--- src/rtl/hazard_free_flag_gen.sv ---
// Multi-channel hazard-free flag generator.
// Each channel registers its enable and data inputs and filters out short pulses.
// It then detects a level or an edge event, as chosen by the channel mode.
// Every flag and flag_any leave the block straight from flip-flops.
module hazard_free_flag_gen #(
    parameter int unsigned CH         = 4,
    parameter int unsigned STABLE_CYC = 3
) (
    input  logic            clk,
    input  logic            rst,
    input  logic [CH-1:0]   en,
    input  logic [CH-1:0]   din,
    input  logic [2*CH-1:0] mode,
    input  logic            sticky,
    input  logic [CH-1:0]   clr,
    output logic [CH-1:0]   flag,
    output logic            flag_any
);

    localparam int unsigned CNT_W = $clog2(STABLE_CYC + 1);
    localparam logic [CNT_W-1:0] CNT_LAST = CNT_W'(STABLE_CYC - 1);

    localparam logic [1:0] MODE_LEVEL = 2'b00;
    localparam logic [1:0] MODE_RISE  = 2'b01;
    localparam logic [1:0] MODE_FALL  = 2'b10;

    // Input capture stage
    logic [CH-1:0]            s_din;
    logic [CH-1:0]            s_en;

    // Filter state: accepted value, stability counter, one-cycle update strobe
    logic [CH-1:0]            f;
    logic [CH-1:0][CNT_W-1:0] cnt;
    logic [CH-1:0]            upd;
    logic [CH-1:0]            upd_rise;

    logic [CH-1:0]            f_nxt;
    logic [CH-1:0][CNT_W-1:0] cnt_nxt;
    logic [CH-1:0]            upd_nxt;
    logic [CH-1:0]            upd_rise_nxt;

    logic [CH-1:0]            ev;
    logic [CH-1:0]            flag_nxt;

    // Stability filter: accept s_din only after it differs from f for STABLE_CYC samples
    always_comb begin
        f_nxt        = f;
        cnt_nxt      = cnt;
        upd_nxt      = '0;
        upd_rise_nxt = '0;
        for (int c = 0; c < int'(CH); c++) begin
            if (s_din[c] == f[c]) begin
                cnt_nxt[c] = '0;
            end else if (cnt[c] == CNT_LAST) begin
                f_nxt[c]        = s_din[c];
                cnt_nxt[c]      = '0;
                upd_nxt[c]      = 1'b1;
                upd_rise_nxt[c] = s_din[c];
            end else begin
                cnt_nxt[c] = cnt[c] + CNT_W'(1);
            end
        end
    end

    // Event select per channel mode, evaluated on the registered filter outputs
    always_comb begin
        ev = '0;
        for (int c = 0; c < int'(CH); c++) begin
            case (mode[2*c +: 2])
                MODE_LEVEL: ev[c] = f[c];
                MODE_RISE:  ev[c] = upd[c] & upd_rise[c];
                MODE_FALL:  ev[c] = upd[c] & ~upd_rise[c];
                default:    ev[c] = upd[c];
            endcase
        end
    end

    // Flag next state: a set wins over a simultaneous clear; clear only matters when sticky
    always_comb begin
        flag_nxt = ev & s_en;
        if (sticky) begin
            flag_nxt = (flag & ~clr) | (ev & s_en);
        end
    end

    // All state registers; reset beats every set
    always_ff @(posedge clk) begin
        if (rst) begin
            s_din    <= '0;
            s_en     <= '0;
            f        <= '0;
            cnt      <= '0;
            upd      <= '0;
            upd_rise <= '0;
            flag     <= '0;
            flag_any <= 1'b0;
        end else begin
            s_din    <= din;
            s_en     <= en;
            f        <= f_nxt;
            cnt      <= cnt_nxt;
            upd      <= upd_nxt;
            upd_rise <= upd_rise_nxt;
            flag     <= flag_nxt;
            flag_any <= |flag_nxt;
        end
    end

endmodule

--- config.mk ---
export PLATFORM = sky130hd
export DESIGN_NAME = hazard_free_flag_gen
export DESIGN_NICKNAME = d
export VERILOG_FILES = /design/src/rtl/hazard_free_flag_gen.sv
export SDC_FILE = /design/constraint.sdc
export NUM_CORES = 1
export LEC_CHECK = 0
export BUFFER_PORTS_ARGS = -buffer_cell sky130_fd_sc_hd__buf_2
export CAP_MARGIN = 40
export CORE_UTILIZATION = 40
export CTS_CLUSTER_DIAMETER = 30
export DETAILED_ROUTE_END_ITERATION = 7
export PLACE_DENSITY = 0.72
export SLEW_MARGIN = 20
export SYNTH_ARGS = -nofsm -noshare
export SYNTH_HDL_FRONTEND = slang
export SYNTH_SLANG_ARGS = --single-unit
--- constraint.sdc ---
create_clock -name clk -period 2.6 [get_ports clk]
set_input_delay 0.52 -clock clk [delete_from_list [all_inputs] [get_ports clk]]
set_output_delay 0.52 -clock clk [all_outputs]
set_load 0.1 [all_outputs]
==> flow_summary.ini <==
[clock_tree]
source_to_sink_clock_delay_at_the_later_pin_of_the_worst_skew_pair_ns = 0.32
cts.path.max_buffers = 2
cts.htree.levels = 2
ctsRootBufferMaster = clkbuf_4
post-cts-setup-buffers = 0
clk_pin_slew_worst_paths_ns = 0.09
cts_tree = done
post_cts_resized = 0
numCtsBuffers = 5
count_of_hold_fix_buffers_inserted_at_cts = 0
cts_num_sinks = 33

[grt]
grt_pass1_wl_um = 3740
first_global_vias = 927
globalRouteOverflowTotal = 0
grt_antenna_before_repair = 0
grt_use_total_pct = 14.3
grt_start_max_net_pins = 22

[min_path]
worst_min_delay_path_category = in2reg
worst_hold_startpoint = en[2]

[cells_and_area]
areaGrowthSynthToFinish_pct = 16.9
finish.cell_count_without_fillers = 220
nNetsFinal = 215
design_area_mm2 = 0.00161
post_route_cells_drive_above_1_share_pct = 21.0
final_core_utilization_pct = 51.2
antenna_cells = 0

[drt]
final_routed_wirelength_across_all_metal_layers_um = 2270
routedWlPerCell_um = 10.3
drt.antenna.violating_nets = 0
drt_pass1_iterations = 4
viasPerCell = 4.65
vias = 1023
dr.first_iter.drc_count = 17
post-route-drc-count = 0

[timing]
timing_worst_slew_pin_value_ns = 0.498
min_period_over_period_pct = 61.7
setup_violations = 0
hold_viol = 0
achievable-frequency_mhz = 623
fin_worst_skew_ns = 0.00433
slew_headroom_pct = 67.0
max_slew_violation_total_from_the_final_report = 0
rsz_0062_raised_after_global_routing = false
finalCriticalPeriod_ns = 1.60
finalWorstSetupSlack_ns = 0.995
hold_slack_ns = 0.403
final.setup.tns_ns = 0

[power]
seq_power_share_pct = 60.7
cellInternalPower_mw = 0.673
peak_vdd_ir_mv = 0.304
power_switching_mw = 0.187
pwr_density_cell_mw_per_mm2 = 533
switching_share_pct = 21.8
clock_power_share_pct = 32.3
leakagePower_nw = 0.712
power.share.combinational_pct = 7.0
post-layout-total-power_mw = 0.860

[critical_path]
crit-reg2reg-launch = upd_rise[1]
critical_path.endpoint_type = primary output
worstPathBufferInverterCount = 1
crit_path_max_fanout = 2
worstPathArrival_ns = 1.08
timing.critical_path.from_type = flip-flop
crit_path_top_delay_cell = buf_2
cp-startpoint = flag[2]
slowest_delay_ns = 0.43
crit_required_ns = 2.08
critPathTopFamily = buffers and inverters
path_cells = buf_2
worst-setup-path-type = reg2out

[yosys]
synth_seq_area_share_pct = 47.9
main_combinational_cell_family_by_area_after_synthesis = simple AND/OR/NAND/NOR gates
asyncSetResetFlopFracSynth_pct = 0
synth_largest_area_cell = dfxtp_1
yosys.cell_count.top_type = dfxtp_1
synth_cell_types = 21
netlist_instances = 144
synthFlopType = dfxtp_1
synth_nets = 183
synth_enable_flop_cells = 0
post_synthesis_compound_gate_area_fraction_pct = 5.26
ys_ff_latch = 33
yosysTopAreaCellShare_pct = 47.9
syn-cell-area_mm2 = 0.00138
ys.warnings.count = 0
synth_top_cells_by_count = 33 x dfxtp_1, 16 x ha_1, 16 x inv_1, 11 x nand2_1
multiplexer_fraction_of_the_synthesized_cell_area_pct = 2.90
netlist_top_cells_area = dfxtp_1 48%, ha_1 15%, inv_1 4.4%
post_synth_xor_area_fraction_pct = 5.08
synthSimpleGateAreaFrac_pct = 19.1
average_size_of_a_mapped_cell_um2 = 9.58
synth_fa_ha_area_share_pct = 14.5

[place]
placed_cells = 213
numPortBuffers = 27
dp_slack_ns = 0.996
place.gp.congestion = 0.701
hpwl_um = 1800
place_area_mm2 = 0.00156

[floorplan]
initial_utilization_pct = 43.8
design.die.area_mm2 = 0.00369
io_pins = 28
die_h_um = 60.7
die_width_um = 60.7
core_region_area_mm2 = 0.00315
fp-row-count = 20

[outcome]
status = complete, no violations

[flow_run]
drv.max_cap_violation_count = 0
==> cells in the final DEF (no fill, tap or decap) <==
cell	count
clkbuf_4	5
nand3b_1	1
nor2_2	4
o21ai_0	5
clkbuf_8	1
a41oi_1	1
clkbuf_1	1
a21oi_1	4
inv_1	16
mux2i_1	4
nor2_1	8
ha_1	16
xor2_1	4
nand2_1	11
xnor2_1	4
dfxtp_1	33
o22ai_1	3
nor3_1	8
buf_2	27
nand3_1	4
nand2b_1	4
and2_1	4
nor2b_1	8
==> power groups by stage <==
stage          Sequential (mW)  Clock [mW]  Combinational [mW]
2_1_floorplan            0.533           0              0.0349
3_3_place_gp             0.533           0              0.0569
3_5_place_dp             0.534           0              0.0612
4_1_cts                  0.522       0.293              0.0617
5_1_grt                  0.524       0.311              0.0701
6_report                 0.522       0.278              0.0602
==> per-layer routing <==
layer	track usage, %	routed length (um)
met3	5.97	156
met4	5.84	22
met1	14.8	972
met5	0	0
met2	25.6	1110
==> kinds of logic after synthesis <==
family                   count (synthesis)
AO/OA/AOI/OAI                           13
XOR/XNOR                                 8
adder cells (fa/ha/maj)                 16
buffers and inverters                   18
flip-flops                              33
multiplexers                             4
AND/OR/NAND/NOR                         52
==> area by class of cell <==
class | instances | area, um^2
sequential | 33 | 661
multi-input combinational | 93 | 647
clock buffer | 7 | 55.1
timing repair buffer | 27 | 135
fill | 315 | 1540
tap | 44 | 55.1
inverter | 16 | 60.1
==> final timing paths <==
check,to,slack (ns),depth (start not counted)
worst min-delay path,s_en[2],0.40,2
worst max register to register,flag_any,1.57,4
worst min register to register,cnt[4],0.42,1
worst max-delay path,flag[2],1.0,1
==> registers in the layout, summed over array words and instances (netlist names) <==
register  cells
cnt           8
upd           4
s_en          4
s_din         4
f             4
upd_rise      4
flag          4
flag_any      1
Power figures use the tool's default switching activity.
